File: config.mk
export PLATFORM = sky130hd
export DESIGN_NAME = arbiter_out_fifo
export DESIGN_NICKNAME = d
export VERILOG_FILES = /design/src/rtl/arbiter_out_fifo.sv
export SDC_FILE = /design/constraint.sdc
export NUM_CORES = 1
export LEC_CHECK = 0
export BUFFER_PORTS_ARGS = -buffer_cell sky130_fd_sc_hd__buf_2
export CORE_MARGIN = 2
export CORE_UTILIZATION = 40
export DETAILED_ROUTE_END_ITERATION = 10
export SYNTH_ARGS = -nofsm -noshare
export SYNTH_HDL_FRONTEND = slang
export SYNTH_SLANG_ARGS = --single-unit
File: constraint.sdc
create_clock -name clk -period 3.99 [get_ports clk]
set_input_delay 0 -clock clk [delete_from_list [all_inputs] [get_ports clk]]
set_output_delay 0 -clock clk [all_outputs]
set_load 0.01 [all_outputs]
File: src/rtl/arbiter_out_fifo.sv
// arbiter_out_fifo: first-word-fall-through elastic buffer after the priority arbiter.
// Define ARBITER_OUT_FIFO_STATS_EN to add the max_count and stall_cycles monitor outputs.
module arbiter_out_fifo #(
    parameter int DWIDTH = 8,
    parameter int DEPTH  = 4,
    parameter int CWIDTH = $clog2(DEPTH + 1)
) (
    input  logic              clk,
    input  logic              rst_n,
    input  logic              in_valid,
    input  logic [DWIDTH-1:0] in_data,
    output logic              in_ready,
    output logic              out_valid,
    output logic [DWIDTH-1:0] out_data,
    input  logic              out_ready,
`ifdef ARBITER_OUT_FIFO_STATS_EN
    output logic [CWIDTH-1:0] count,
    output logic [CWIDTH-1:0] max_count,
    output logic [31:0]       stall_cycles
`else
    output logic [CWIDTH-1:0] count
`endif
);
    localparam int AW = $clog2(DEPTH);

    logic [DWIDTH-1:0] mem_q [DEPTH];
    logic [AW-1:0]     wr_ptr_q, rd_ptr_q;
    logic [CWIDTH-1:0] count_q, count_d;
    logic              push, pop;

    // Flags come only from count_q, so in_ready never depends on out_ready.
    assign in_ready  = count_q != CWIDTH'(DEPTH);
    assign out_valid = count_q != '0;
    assign out_data  = mem_q[rd_ptr_q];
    assign count     = count_q;
    assign push      = in_valid & in_ready;
    assign pop       = out_valid & out_ready;

    always_comb begin
        count_d = (push && !pop) ? count_q + CWIDTH'(1) :
                  (!push && pop) ? count_q - CWIDTH'(1) : count_q;
    end

    always_ff @(posedge clk) begin
        if (push) mem_q[wr_ptr_q] <= in_data;
    end

    always_ff @(posedge clk) begin
        if (!rst_n) begin
            wr_ptr_q <= '0;
            rd_ptr_q <= '0;
            count_q  <= '0;
        end else begin
            if (push) wr_ptr_q <= wr_ptr_q + AW'(1);
            if (pop) rd_ptr_q <= rd_ptr_q + AW'(1);
            count_q <= count_d;
        end
    end

`ifdef ARBITER_OUT_FIFO_STATS_EN
    logic [CWIDTH-1:0] max_q;
    logic [31:0]       stall_q;

    assign max_count    = max_q;
    assign stall_cycles = stall_q;

    always_ff @(posedge clk) begin
        if (!rst_n) begin
            max_q   <= '0;
            stall_q <= '0;
        end else begin
            if (count_d > max_q) max_q <= count_d;
            if (in_valid && !in_ready && stall_q != '1) stall_q <= stall_q + 32'd1;
        end
    end
`endif
endmodule
==> metrics.md, run 1 <==
| Metric | Value |
|---|---|
| First DRT Iteration DRCs | `51` |
| Sink Count | `41` |
| Netlist area before placement | `between 1500 and 2000 sq um` |
| Mapped Cells | `90` |
| Tmin final | `2.24 ns` |
| FF+latch count, synth | `41` |
| Max_slew headroom | `61.9%` |
| CTS Hold Bufs | `8` |
| Sequential cell area | `between 1000 and 1500 sq um` |
| Main combinational cell family by area after synthesis | `multiplexers` |
| Initial Util | `41.4%` |
| Pin count of the biggest net entering global routing | `14` |
| DRC | `0` |
| Kind of critical path | `register to register` |
| Crit path capture | `count[2]$_SDFFE_PN0P_` |
| Clock Path Buffers | `2` |
| Port Buffers | `24` |
| Critical path arrival | `2.46 ns` |
| I/O pin count | `25` |
| Synth Area in Compound Gates | `4.15%` |
| Vias post-DR | `846` |
| Rows | `23` |
| Vias per Instance | `4.78` |
| Synthesis-to-layout area growth | `20.3%` |
| Yosys cell types | `22` |
| Status | `completed` |
| Layout cell share with drive strength beyond 1 | `roughly 35%` |
| Crit-path slowest cell | `dfxtp_1` |
| CTS buffer count | `5` |
| Die Y | `68.4 um` |
| Vias in the first global route | `825` |
| Mux contribution to synthesized area | `12.7%` |
| CP endpoint kind | `register` |
| Reg2reg setup slack | `1.75 ns` |
| Final RePlAce weighted congestion | `about 0.73` |
| Die area | `4670 sq um` |
| Yosys top cell by area | `edfxtp_1` |
| Most frequent cells in the layout | `edfxtp_1, buf_2, dfxtp_1` |
| Syn Area/Cell | `18.4 sq um` |
| PD cells | `588 nW/um^2` |
| GRT Total Usage | `13.0%` |
| Commonest non-fill, non-tap cell in the layout | `edfxtp_1` |
| Post-route ant nets | `0` |
| Startpoint types | `register` |
| Kind of cell adding the most delay to the critical path | `adder cells` |
| R2R Path Start | `count[0]$_SDFFE_PN0P_` |
| CP cell instances | `nor2_2, a21boi_4, ha_1, inv_1, fa_1, xor2_1, or3_1, a21boi_0` |
| Gr ovfl total | `0` |
| ANT cells | `0` |
| CP Data Required Time | `approximately 4.2 ns` |
| Synth top area cells | `edfxtp_1, dfxtp_1, mux4_2` |
| Final net count | `144` |
| Gates resized, CTS repair | `0` |
| Post-synthesis sequential area ratio | `68.9%` |
| WL/cell | `~15 um` |
| Die X | `68.4 um` |
| Critical Path Stages | `8` |
| Final core occ | `between 40 and 50%` |
| Final Hold Viols | `0` |
| Yosys warns | `0` |
| Later-pin clock latency in the skew report | `approximately 0.29 ns` |
| Final HPWL DP | `1770 um` |
| Slew @ Worst Pin | `about 0.57 ns` |
| Leak Pwr | `between 0.7 and 0.8 nW` |
| Max IR drop VDD | `0.274 mV` |
| XOR/XNOR Fraction of Synth Area | `roughly 2.1%` |
| Syn nets | `108` |
| Core area | `4000 sq um` |
| Clock skew | `slightly above 0.005 ns` |
| Post-synthesis adder-cell area fraction | `4.98%` |
| Post-synth top area share | `58.0%` |
| Reg2Reg Depth | `8` |
| CTS H-tree lvls | `2` |
| Post-Synth Simple-Gate Area | `5.74%` |
| Post-CTS setup buffer count | `0` |
| First-pass GRT wire length | `3980 um` |
| Number of buffers and inverters on the critical path | `1` |
| Unrepaired setup endpoints after global routing | `false` |
| Footprint of the multi-input gates | `492 sq um` |
| DR pass1 iterations | `4` |
| Fin. max-slew vios | `0` |
| Fillers | `331` |
| FMAX | `0.447 GHz` |
| RR Endpoint | `count[2]$_SDFFE_PN0P_` |
| Final worst-path cycle share | `56.1%` |
| Post-Route WL | `2650 um` |
| Min-delay worst type | `input port to register` |
| Slowest Stage Delay on Critical Path | `0.54 ns` |
| Final setup vio count | `0` |
| Setup TNS | `0 ns` |
| CP max FO | `7` |
| Antenna violations before repair | `0` |
| Launch point of the worst path | `count[0]$_SDFFE_PN0P_` |
| Clock-pin slew on the worst setup and hold paths | `roughly 0.080 ns` |
| CTS tree | `built` |
| CTS root buffer | `clkbuf_8` |
| Maxcap violations | `0` |
through the flow:
step | setup slack [ns] | power, mW | cell area, sq um | hold slack (ns) | cells
final | 1.75 | 1.17 | 1990 | 0.0396 | 177
after CTS | 1.74 | 1.19 | 1990 | 0.0297 | 177
after global placement | 1.83 | 0.917 | 1830 | 0.211 | 161
after global routing | 1.61 | 1.24 | 1990 | 0.0449 | 177
after floorplan | 1.84 | 0.818 | 1660 | 0.0989 | 90
after detailed placement | 1.73 | 0.924 | 1830 | 0.218 | 161
registers in the layout (all words and copies together), names as in the netlist, named ones only:
signal    flops
mem_q        32
rd_ptr_q      2
count         3
wr_ptr_q      2
cell families (layout without fill, tap and decap cells):
kind of cell,Yosys count,after routing
AOI/OAI and AO/OA,5,5
xor gates and xnor gates,4,4
DFF,41,41
buffers and inverters,6,43
adders and majority gates,6,6
and+or+nand+nor,17,17
muxes,11,11
worst reg2reg max path, stage by stage (launching register included):
cell and delay, ns:
dfxtp_1 0.54, nor2_2 0.10, a21boi_4 0.25, ha_1 0.22, inv_1 0.06, fa_1 0.37
xor2_1 0.17, or3_1 0.29, a21boi_0 0.16
routing by layer:
layer | wire length (um) | part of all wire [%] | vias up | GRT usage (%)
met5 | 0 | 0 | - | 0
met4 | 59 | 2.2 | 0 | 7.50
met3 | 114 | 4.3 | 5 | 4.44
met2 | 1370 | 51 | 18 | 20.9
met1 | 1110 | 42 | 416 | 15.0
li1 | - | - | 407 | -
synthesized netlist by cell type (all sizes together):
master and number:
xnor2 3, mux4 8, or3 2, o21ai 1, nor2b 1, o311ai 1, and2 8, clkbuf 2
mux2i 3, fa 1, dfxtp 9, nor2 1, a21boi 2, edfxtp 32, buf 1, ha 5
o31ai 1, xor2 1, nand2 5, inv 3
report_power, final:
group / switching [mW] / internal, mW / leakage (nW) / total (mW)
registers: 0.0744 / 0.525 / 0.367 / 0.600
clock network: 0.138 / 0.120 / 0.0439 / 0.258
logic: 0.138 / 0.176 / 0.311 / 0.314
total: 0.350 / 0.822 / 0.722 / 1.17
worst min-delay path by stage:
| stage | startpoint | endpoint | slack (ns) | depth (start not counted) |
|---|---|---|---|---|
| final | rst_n | count[2]$_SDFFE_PN0P_ | 0.04 | 2 |
| after global routing | rst_n | count[2]$_SDFFE_PN0P_ | 0.04 | 2 |
| after CTS | rst_n | count[2]$_SDFFE_PN0P_ | 0.03 | 2 |
| after floorplan | in_data[0] | mem_q[0][0]$_DFFE_PP_ | 0.1 | 0 |
| after global placement | in_data[5] | mem_q[0][5]$_DFFE_PP_ | 0.21 | 1 |
| after detailed placement | in_data[5] | mem_q[3][5]$_DFFE_PP_ | 0.22 | 1 |
cell type report:
type                            count  share of cell area [%]
Inverter                            3                   0.565
Timing Repair Buffer               32                    10.0
Sequential cell                    41                    57.3
Multi-Input combinational cell     43                    24.7
Tap cell                           50                    3.14
Clock inverter                      3                   0.879
Clock buffer                        5                    3.45
Note: power is estimated with default switching activity, not from simulation.
==> run 2: changes to the inputs <==
Clock period 3.99 ns to 2.2 ns, I/O delays scaled along.
==> run 2 against run 1 <==
  * Maximum frequency is 11% higher
  * Clock-buffer cell count stayed put
  * Power is 100% higher
  * First-iteration DRC count is 3.9% higher
  * Via count is 2.8% higher
  * Largest cell class unchanged
  * Non-clock buffer count is 2 higher
  * Design area is 3.4% higher
  * Die area stayed put
  * Sequential share of layout area is 1.6 points lower
  * Combinational power is 92% higher
==> metrics.md, run 2 (same netlist as run 1, synthesis figures left out) <==
| Metric | Value |
|---|---|
| Status | `completed` |
| Kind of critical path | `register to register` |
| Vias post-DR | `870 (+2.8%)` |
| HP Start | `rst_n` |
| CP cell instances | `o31ai_4, ha_1, inv_1, fa_1, xor2_1, or3_1, a21boi_1` |
| Reg2Reg Depth | `7 (-1)` |
| Largest reg by FF count | `mem_q` |
| Final worst-path cycle share | `91.7% (+36 points)` |
| First DRT Iteration DRCs | `53 (+3.9%)` |
| GRT Total Usage | `13.9% (+0.91 points)` |
| CP endpoint kind | `register` |
| Pin count of the biggest net entering global routing | `14 (unchanged)` |
| CTS root buffer | `clkbuf_8` |
| Rows | `23 (unchanged)` |
| Launch point of the worst path | `count[1]$_SDFFE_PN0P_` |
| Die X | `68.4 um (unchanged)` |
| CP Data Required Time | `2.42 ns (-1.79 ns)` |
| Synthesis-to-layout area growth | `24.4%` |
| Post-Route WL | `2690 um (+1.6%)` |
| Most frequent cells in the layout | `edfxtp_1, buf_2, mux4_2, and2_1, dlygate4sd3_1` |
| Reg2reg setup slack | `0.18 ns (-1.57 ns)` |
| Number of buffers and inverters on the critical path | `1 (unchanged)` |
| Setup ws final | `0.183 ns (-1.57 ns)` |
| CTS H-tree lvls | `2 (unchanged)` |
| Critical Path Stages | `7 (-1)` |
| Slew @ Worst Pin | `0.572 ns (+0.000983 ns)` |
| Clock Path Buffers | `2 (unchanged)` |
| Setup TNS | `0 ns (unchanged)` |
| Die Y | `68.4 um (unchanged)` |
| Fin. max-slew vios | `0 (unchanged)` |
| Initial Util | `41.4% (unchanged)` |
| Fillers | `322 (-2.7%)` |
| CP max FO | `7 (unchanged)` |
| ANT cells | `0 (unchanged)` |
| Antenna violations before repair | `0 (unchanged)` |
| Min-delay worst type | `input port to register` |
| Hold Worst Slack | `0.0350 ns (-0.00456 ns)` |
| Startpoint types | `register` |
| Worst Hold Depth | `3 (+1)` |
| Vias in the first global route | `890 (+7.9%)` |
| Final Hold Viols | `0 (unchanged)` |
| First-pass GRT wire length | `4330 um (+8.7%)` |
| R2R Path Start | `count[1]$_SDFFE_PN0P_` |
| Kind of cell adding the most delay to the critical path | `adder cells` |
| Commonest non-fill, non-tap cell in the layout | `edfxtp_1` |
| Max_slew headroom | `61.8% (-0.066 points)` |
| WL/cell | `15.1 um (+0.45%)` |
| Clock-pin slew on the worst setup and hold paths | `0.07 ns (about the same)` |
| Final Power | `2.39 mW (+100%)` |
| Final setup vio count | `0 (unchanged)` |
| Pre-CTS setup slack | `0.00498 ns (-1.73 ns)` |
| Min-Delay Endpoint | `wr_ptr_q[0]$_SDFFE_PN0P_` |
| Leak Pwr | `0.758 nW (+5.0%)` |
| Die area | `4670 sq um (unchanged)` |
| Final HPWL DP | `1820 um (+2.6%)` |
| Sink Count | `41 (unchanged)` |
| Post-route ant nets | `0 (unchanged)` |
| Crit-path slowest cell | `dfxtp_4` |
| Tmin final | `2.02 ns (-0.220 ns)` |
| CTS tree | `built` |
| Layout cell share with drive strength beyond 1 | `38.0% (+2.6 points)` |
| Slowest Stage Delay on Critical Path | `0.38 ns (-0.16 ns)` |
| RR Endpoint | `count[2]$_SDFFE_PN0P_` |
| Vias per Instance | `4.86 (+1.7%)` |
| Clock skew | `0.00803 ns (+0.00284 ns)` |
| FMAX | `0.496 GHz (+11%)` |
| CTS buffer count | `5 (unchanged)` |
| DRC | `0 (unchanged)` |
| Final net count | `146 (+1.4%)` |
| I/O pin count | `25 (unchanged)` |
| Final RePlAce weighted congestion | `0.723 (-1.6%)` |
| PD cells | `1160 nW/um^2 (+97%)` |
| Later-pin clock latency in the skew report | `0.30 ns (about the same)` |
| DR pass1 iterations | `3 (-1)` |
| Gr ovfl total | `0 (unchanged)` |
| Port Buffers | `24 (unchanged)` |
| Critical path arrival | `2.24 ns (-0.22 ns)` |
| Maxcap violations | `0 (unchanged)` |
| Max IR drop VDD | `0.522 mV (+90%)` |
| Largest register FFs | `32 (unchanged)` |
| Core area | `4000 sq um (unchanged)` |
| Unrepaired setup endpoints after global routing | `false` |
run 2: changes by cell type in the layout (fill, tap and decap cells not counted), sizes merged:
cell / delta
clkinv: -1
bufinv: +2
buf: +2
clkinvlp: -1
run 2: metal layers:
metal  share of wire [%]  track usage (%)
met1                  43             15.6
met2                  50             23.2
met3                 4.1             4.11
met4                 2.3             8.25
met5                   0                0
run 2: metrics by stage:
stage	area, sq um	cells	util (%)
final	2060	179	51.5
after detailed placement	1840	163	46.0
after floorplan	1660	90	-
after global placement	1840	163	46.0
after global routing	2060	179	51.5
after CTS	2060	179	51.4
run 2: layout make-up:
class	instances	area [sq um]	share of cell area [%]
flip-flops and latches	41	1150	55.6
multi-input cells	43	492	23.9
repair buffers	34	215	10.4
clock buffers	5	68.8	3.34
clock inverters	3	65.1	3.16
well taps	50	62.6	3.04
inverters	3	11.3	0.546
run 2: where the power goes:
part / internal [mW] / total, mW / switching, mW
combinational: 0.334 / 0.602 / 0.268
sequential: 0.957 / 1.08 / 0.121
clock: 0.450 / 0.705 / 0.254
run 2: tightest hold or removal path, delay by kind of cell:
family	cells	cell delay (ns)
buffers and inverters	1	0.15
muxes	1	0.05
and+or+nand+nor	1	0.08
run 2: worst max path at each step:
stage                                 end
finish              count[2]$_SDFFE_PN0P_
global placement    count[2]$_SDFFE_PN0P_
global route        count[2]$_SDFFE_PN0P_
CTS                 count[2]$_SDFFE_PN0P_
detailed placement  count[2]$_SDFFE_PN0P_
floorplan           count[2]$_SDFFE_PN0P_
run 2: what timing repair did:
action,in CTS,in global routing
hold buffers,8,0
buffers inserted,0,0
gates resized for setup,1,3
endpoints found under the setup margin,1,1
endpoints found under the hold margin,32,0
